[config.mk]
export PLATFORM = sky130hd
export DESIGN_NAME = fetch_sequencer_flat
export DESIGN_NICKNAME = d
export VERILOG_FILES = /design/src/rtl/fetch_sequencer_if.sv /design/src/rtl/fetch_sequencer.sv /design/src/flat_wrapper.sv
export SDC_FILE = /design/constraint.sdc
export NUM_CORES = 1
export LEC_CHECK = 0
export ABC_CLOCK_PERIOD_IN_PS = 17550
export CAP_MARGIN = 20
export CORE_MARGIN = 4
export CORE_UTILIZATION = 50
export DETAILED_ROUTE_END_ITERATION = 6
export GPL_TIMING_DRIVEN = 0
export HOLD_SLACK_MARGIN = 0.1
export PLACE_DENSITY = 0.81
export SETUP_SLACK_MARGIN = 0.05
export SYNTH_ARGS = -nofsm -noshare
export SYNTH_HDL_FRONTEND = slang
export SYNTH_SLANG_ARGS = --single-unit
export TNS_END_PERCENT = 50
[constraint.sdc]
create_clock -name clk -period 17.55 [get_ports clk]
set_input_delay 3.51 -clock clk [delete_from_list [all_inputs] [get_ports clk]]
set_output_delay 3.51 -clock clk [all_outputs]
set_load 0.03 [all_outputs]
[src/rtl/fetch_sequencer_if.sv]
// Fetch sequencer bus bundle: ROM read port, redirect/halt control and decode handshake.
// master = fetch_sequencer side, slave = ROM/branch/decode environment side.
interface fetch_sequencer_if #(
   parameter int unsigned ADDR_W = 32
);
   logic              rom_en;
   logic [ADDR_W-1:0] rom_addr;
   logic [31:0]       rom_data;
   logic              redirect_valid;
   logic [ADDR_W-1:0] redirect_pc;
   logic              halt;
   logic              inst_valid;
   logic              inst_ready;
   logic [31:0]       inst;
   logic [ADDR_W-1:0] inst_pc;
   logic [ADDR_W-1:0] inst_next_pc;
   logic              misalign_trap;

   modport master (
      output rom_en, rom_addr, inst_valid, inst, inst_pc, inst_next_pc, misalign_trap,
      input  rom_data, redirect_valid, redirect_pc, halt, inst_ready
   );

   modport slave (
      input  rom_en, rom_addr, inst_valid, inst, inst_pc, inst_next_pc, misalign_trap,
      output rom_data, redirect_valid, redirect_pc, halt, inst_ready
   );
endinterface

[src/rtl/fetch_sequencer.sv]
// Instruction fetch sequencer: owns fetch PC, drives a 1-cycle ROM, buffers words for decode.
// Optional misaligned-redirect trap enabled by defining FETCH_MISALIGN_TRAP_EN.
module fetch_sequencer #(
   parameter int unsigned       ADDR_W    = 32,
   parameter logic [ADDR_W-1:0] RESET_PC  = '0,
   parameter int unsigned       BUF_DEPTH = 2
) (
   input logic               clk,
   input logic               rst,
   fetch_sequencer_if.master fs
);
   localparam int unsigned PW = $clog2(BUF_DEPTH);
   localparam int unsigned CW = PW + 1;

`ifdef FETCH_MISALIGN_TRAP_EN
   typedef enum logic [1:0] {S_BOOT, S_RUN, S_HALT, S_TRAP} state_t;
`else
   typedef enum logic [1:0] {S_BOOT, S_RUN, S_HALT} state_t;
`endif

   state_t            state_q;
   logic [ADDR_W-1:0] fetch_pc_q;
   logic [ADDR_W-1:0] req_pc_q;
   logic              inflight_q;
   logic [PW-1:0]     rd_ptr_q;
   logic [PW-1:0]     wr_ptr_q;
   logic [CW-1:0]     count_q;
   logic [31:0]       data_q [BUF_DEPTH];
   logic [ADDR_W-1:0] pc_q   [BUF_DEPTH];

   logic              redirect;
   logic              pop;
   logic              push;
   logic              issue;
   logic [CW:0]       occ;

   // Occupancy counts the in-flight word so a full buffer never gets an unplaced response.
   always_comb begin
      redirect = fs.redirect_valid && (state_q != S_BOOT);
      pop      = (count_q != '0) && fs.inst_ready;
      push     = inflight_q && !redirect;
      occ      = {1'b0, count_q} + (CW+1)'(inflight_q) - (CW+1)'(pop);
      issue    = (state_q == S_RUN) && !fs.halt && !fs.redirect_valid &&
                 (occ < (CW+1)'(BUF_DEPTH));
   end

`ifdef FETCH_MISALIGN_TRAP_EN
   logic trap_q;
   logic misaligned;
   assign misaligned       = |fs.redirect_pc[1:0];
   assign fs.misalign_trap = trap_q;
`else
   logic unused_redirect_lsbs;
   assign unused_redirect_lsbs = ^fs.redirect_pc[1:0];
   assign fs.misalign_trap     = 1'b0;
`endif

   always_ff @(posedge clk or posedge rst) begin
      if (rst) begin
         state_q    <= S_BOOT;
         fetch_pc_q <= RESET_PC;
         req_pc_q   <= RESET_PC;
         inflight_q <= 1'b0;
         rd_ptr_q   <= '0;
         wr_ptr_q   <= '0;
         count_q    <= '0;
`ifdef FETCH_MISALIGN_TRAP_EN
         trap_q     <= 1'b0;
`endif
         for (int unsigned i = 0; i < BUF_DEPTH; i++) begin
            data_q[i] <= '0;
            pc_q[i]   <= '0;
         end
      end else begin
         inflight_q <= issue;
         if (issue) begin
            req_pc_q   <= fetch_pc_q;
            fetch_pc_q <= fetch_pc_q + ADDR_W'(4);
         end
         if (push) begin
            data_q[wr_ptr_q] <= fs.rom_data;
            pc_q[wr_ptr_q]   <= req_pc_q;
         end

         case (state_q)
            S_BOOT:  state_q <= S_RUN;
            S_RUN:   if (fs.halt && !inflight_q) state_q <= S_HALT;
            S_HALT:  if (!fs.halt) state_q <= S_RUN;
            default: ;
         endcase

         // Redirect overrides: flush buffer, squash the returning word, restart the PC.
         if (redirect) begin
            rd_ptr_q   <= '0;
            wr_ptr_q   <= '0;
            count_q    <= '0;
            fetch_pc_q <= {fs.redirect_pc[ADDR_W-1:2], 2'b00};
`ifdef FETCH_MISALIGN_TRAP_EN
            if (misaligned) begin
               state_q <= S_TRAP;
               trap_q  <= 1'b1;
            end else begin
               trap_q <= 1'b0;
               if (state_q == S_TRAP) state_q <= S_RUN;
            end
`endif
         end else begin
            if (push) wr_ptr_q <= wr_ptr_q + PW'(1);
            if (pop)  rd_ptr_q <= rd_ptr_q + PW'(1);
            count_q <= count_q + CW'(push) - CW'(pop);
         end
      end
   end

   assign fs.rom_en       = issue;
   assign fs.rom_addr     = fetch_pc_q;
   assign fs.inst_valid   = (count_q != '0);
   assign fs.inst         = data_q[rd_ptr_q];
   assign fs.inst_pc      = pc_q[rd_ptr_q];
   assign fs.inst_next_pc = pc_q[rd_ptr_q] + ADDR_W'(4);
endmodule

[src/flat_wrapper.sv]
// flat-port wrapper written by rule: the top's interface ports become plain ports
module fetch_sequencer_flat 
#(
   parameter int unsigned       ADDR_W    = 32,
   parameter logic [ADDR_W-1:0] RESET_PC  = '0,
   parameter int unsigned       BUF_DEPTH = 2
)
  (clk, rst, fs_rom_en, fs_rom_addr, fs_inst_valid, fs_inst, fs_inst_pc, fs_inst_next_pc, fs_misalign_trap, fs_rom_data, fs_redirect_valid, fs_redirect_pc, fs_halt, fs_inst_ready);
  fetch_sequencer_if #(.ADDR_W(ADDR_W)) fs_i ();
  input logic clk;
  input logic rst;
  output wire logic [$bits(fs_i.rom_en)-1:0] fs_rom_en;
  output wire logic [$bits(fs_i.rom_addr)-1:0] fs_rom_addr;
  output wire logic [$bits(fs_i.inst_valid)-1:0] fs_inst_valid;
  output wire logic [$bits(fs_i.inst)-1:0] fs_inst;
  output wire logic [$bits(fs_i.inst_pc)-1:0] fs_inst_pc;
  output wire logic [$bits(fs_i.inst_next_pc)-1:0] fs_inst_next_pc;
  output wire logic [$bits(fs_i.misalign_trap)-1:0] fs_misalign_trap;
  input wire logic [$bits(fs_i.rom_data)-1:0] fs_rom_data;
  input wire logic [$bits(fs_i.redirect_valid)-1:0] fs_redirect_valid;
  input wire logic [$bits(fs_i.redirect_pc)-1:0] fs_redirect_pc;
  input wire logic [$bits(fs_i.halt)-1:0] fs_halt;
  input wire logic [$bits(fs_i.inst_ready)-1:0] fs_inst_ready;
  assign fs_rom_en = fs_i.rom_en;
  assign fs_rom_addr = fs_i.rom_addr;
  assign fs_inst_valid = fs_i.inst_valid;
  assign fs_inst = fs_i.inst;
  assign fs_inst_pc = fs_i.inst_pc;
  assign fs_inst_next_pc = fs_i.inst_next_pc;
  assign fs_misalign_trap = fs_i.misalign_trap;
  assign fs_i.rom_data = fs_rom_data;
  assign fs_i.redirect_valid = fs_redirect_valid;
  assign fs_i.redirect_pc = fs_redirect_pc;
  assign fs_i.halt = fs_halt;
  assign fs_i.inst_ready = fs_inst_ready;
  fetch_sequencer #(.ADDR_W(ADDR_W), .RESET_PC(RESET_PC), .BUF_DEPTH(BUF_DEPTH)) u_core (.clk(clk), .rst(rst), .fs(fs_i));
endmodule
==> results.tsv <==
stage	metric	value	unit
logic_synthesis	cell count after synthesis	760	
logic_synthesis	Post-Synthesis Cell Area	9427	um2
sta	setup TNS	0	ps
logic_synthesis	YS warnings	0	
drt	WL/cell	19.88	um
critical_path	CP Launch Type	input pin	
critical_path	critical path's slowest cell	clkdlybuf4s50_1	
clock_network	CTS tree	done	
cells_and_area	final net count	1050	
logic_synthesis	largest cells by area after synthesis	dfrtp_1, mux2_2, xnor2_1, nand2_1, xor2_1	
clock_network	Setup Buffers After CTS	0	
critical_path	crit-path max FO	11	
drt	Vias	6891	
run	maxcap violations	0	
logic_synthesis	area leader, netlist	dfrtp_1	
clock_network	CTS sink count	191	
die	Core Area	18270	um2
clock_network	CTS clk-pin slew, worst paths	70	ps
sta	worst setup slack after layout	7478	ps
power_and_ir_drop	Clock power frac	30.8	%
die	die height	145.3	um
global_routing	first-pass GRT wire length	38.77	mm
clock_network	# hold bufs at CTS	0	
global_routing	pin count of the biggest net entering global routing	134	
power_and_ir_drop	pwr dens	104.6	nW/um2
logic_synthesis	commonest cells in the netlist	mux2_2, dfrtp_1, nand2_1, nor2_1, xnor2_1	
logic_synthesis	Post-synth ARST share	100.0	%
min_path	Worst Min Path Start	u_core.data_q[24]	
place	DP Worst Slack	7465	ps
power_and_ir_drop	Int Power	0.8902	mW
critical_path	crit path DAT	6560	ps
logic_synthesis	Yosys top cell area share	50.70	%
clock_network	Num CTS Buffers	17	
cells_and_area	Layout Cells excl Fill	1218	
sta	Slew @ Worst Pin	894.7	ps
critical_path	R2R Setup Slk	14490	ps
critical_path	Crit. End Element	primary output	
global_routing	grt ovf	0	
cells_and_area	antenna cell count	0	
sta	minimum clock period	10070	ps
sta	RSZ-0062 raised after global routing	false	
critical_path	reg2reg path depth	9	
power_and_ir_drop	Sequential Power Share	42.9	%
critical_path	CP delay by family, top	buffers and inverters	
min_path	hold endpoint	u_core.data_q[24]	
die	Boundary Pins	200	
critical_path	WS Path Type	input pin to primary output	
logic_synthesis	Netlist cell types	63	
logic_synthesis	Seq cells post-synth	191	
die	num rows	49	
sta	Fin Clk Skew	13.51	ps
place	# port buffers	190	
min_path	hold crit path type	flop to flop	
drt	drc violations	0	
drt	final WL	24.21	mm
cells_and_area	Synth-to-Final Area Change	30.28	%
die	starting density of the core	51.60	%
logic_synthesis	number of synthesized flops with an enable pin	0	
drt	vias per std cell	5.658	
power_and_ir_drop	Net Sw Power	0.3943	mW
sta	# setup viols final	0	
logic_synthesis	Post-synth top flop	dfrtp_1	
min_path	hold depth	1	
global_routing	initial antenna violation count	0	
logic_synthesis	Post-Syn Area per Cell	12.40	um2
sta	Slew Viols, Final	0	
clock_network	H-tree Lvls	4	
clock_network	Skew-Pair Late Insertion Delay	430	ps
die	area of the die	21110	um2
clock_network	Post-CTS Resized	0	
die	Die Wd	145.3	um
place	DP Cell Count	1186	
clock_network	Root Buffer	clkbuf_16	
power_and_ir_drop	maximum VDD drop	0.00007512	V
place	GP Congestion	0.8300	
critical_path	Crit path required time	14040	ps
drt	antenna viol nets, final	0	
global_routing	vias in the first global route	7129	
place	Final HPWL DP	17.70	mm
drt	DR iter-0 viols	422	
sta	Peak Freq	99.28	MHz
power_and_ir_drop	Comb pwr share	26.3	%
sta	final hold violations	0	
sta	Final Cycle Share	57.39	%
status	status	complete, no violations	
global_routing	gr usage total	22.89	%
cells_and_area	share of cells above drive strength 1	29.22	%
critical_path	RR Endpoint	u_core.req_pc_q[7]	
drt	DR pass1 iterations	5	
power_and_ir_drop	leakage power	5.662	nW
critical_path	Buf+Inv Stages, Crit Path	4	
critical_path	Worst R2R Start	u_core.count_q[1]	
critical_path	worst path cell trace	clkdlybuf4s50_1, xor2_1, nand2_1, fa_1, xor2_1, nor3_1, buf_2, buf_2, clkdlybuf4s50_1	
sta	Max transition margin	40.25	%
clock_network	clk buf depth	2	
critical_path	slowest cell delay on critical path	740	ps
cells_and_area	Fill cells	1407	
logic_synthesis	cell with the most instances after synthesis	mux2_2	
logic_synthesis	register area share after synthesis	50.70	%
power_and_ir_drop	sw frac	30.70	%
## final cells by class
class                      count  area [um2]  share of cell area [%]
timing repair buffer         191        1929                   15.71
multi-input combinational    512        4343                   35.36
clock inverter                11       137.6                   1.121
buffer                        47       266.5                   2.170
inverter                      16       67.56                  0.5502
sequential                   191        4780                   38.92
tap                          229       286.5                   2.333
clock buffer                  21       470.5                   3.831
## state kept, by name (all words and copies together) (netlist names)
signal and cells:
u_core.rd_ptr_q 1, u_core.wr_ptr_q 1, u_core.pc_q 60, u_core.data_q 64, u_core.inflight_q 1, u_core.state_q 2
u_core.req_pc_q 30, u_core.count_q 2, u_core.fs.rom_addr 30
## through the flow
step | power, mW | hold slack, ps | cell area, um2 | util (%)
after floorplan | 0.7542 | 472.7 | 9449 | -
after global placement | 0.8864 | 481.4 | 11640 | 63.70
after detailed placement | 0.8973 | 487.5 | 11670 | 63.89
after CTS | 1.293 | 502.6 | 12280 | 67.22
after global routing | 1.336 | 514.1 | 12280 | 67.22
final | 1.285 | 503.0 | 12280 | 67.22
## how the worst max path moves through the flow
stage / startpoint / to / slack [ps] / cells past startpoint
final: fs_inst_ready / fs_rom_en / 7480 / 9
after global routing: fs_inst_ready / fs_rom_en / 7340 / 9
after CTS: fs_inst_ready / fs_rom_en / 7460 / 9
after detailed placement: fs_inst_ready / fs_rom_en / 7460 / 9
after global placement: rst / u_core.state_q[1] / 6420 / 2
after floorplan: rst / u_core.count_q[0] / 8840 / 1
## cell families (layout without fill, tap and decap cells)
family / count (synthesis) / after routing / share of synthesized area, %
AOI/OAI and AO/OA: 62 / 62 / 4.778
xor gates and xnor gates: 45 / 45 / 4.181
adders and majority gates: 5 / 5 / 0.7433
buffers and inverters: 63 / 286 / 3.464
DFF: 191 / 191 / 50.70
muxes: 213 / 213 / 25.34
other: 1 / 7 / 0.03978
and+or+nand+nor: 180 / 180 / 10.75
## routing by layer
metal  vias to the layer above  wire (um)  track usage, %
li1                       3149          -               -
met5                         -          0               0
met3                        30       1369           4.303
met4                         0        409           6.933
met1                      3458      10570           31.16
met2                       254      11870           37.63
## power by group through the flow
| stage | clock network (mW) | registers [mW] | logic (mW) |
|---|---|---|---|
| floorplan | 0 | 0.548 | 0.207 |
| global placement | 0 | 0.553 | 0.333 |
| detailed placement | 0 | 0.558 | 0.340 |
| CTS | 0.402 | 0.550 | 0.342 |
| global route | 0.419 | 0.558 | 0.359 |
| finish | 0.396 | 0.551 | 0.338 |
## placed cells by master, fill, tap and decap left out, types with 12 or more instances in the layout
cell type,Yosys,layout
a211oi_1,12,12
buf_2,18,18
clkbuf_1,14,15
clkbuf_16,0,17
clkdlybuf4s50_1,0,190
dfrtp_1,191,191
inv_1,16,15
mux2_2,205,205
nand2_1,52,52
nand3_1,19,19
nand4_1,16,16
nor2_1,26,26
o21ai_0,13,13
xnor2_1,25,25
xor2_1,20,20
(Power assumes the default switching activity.)
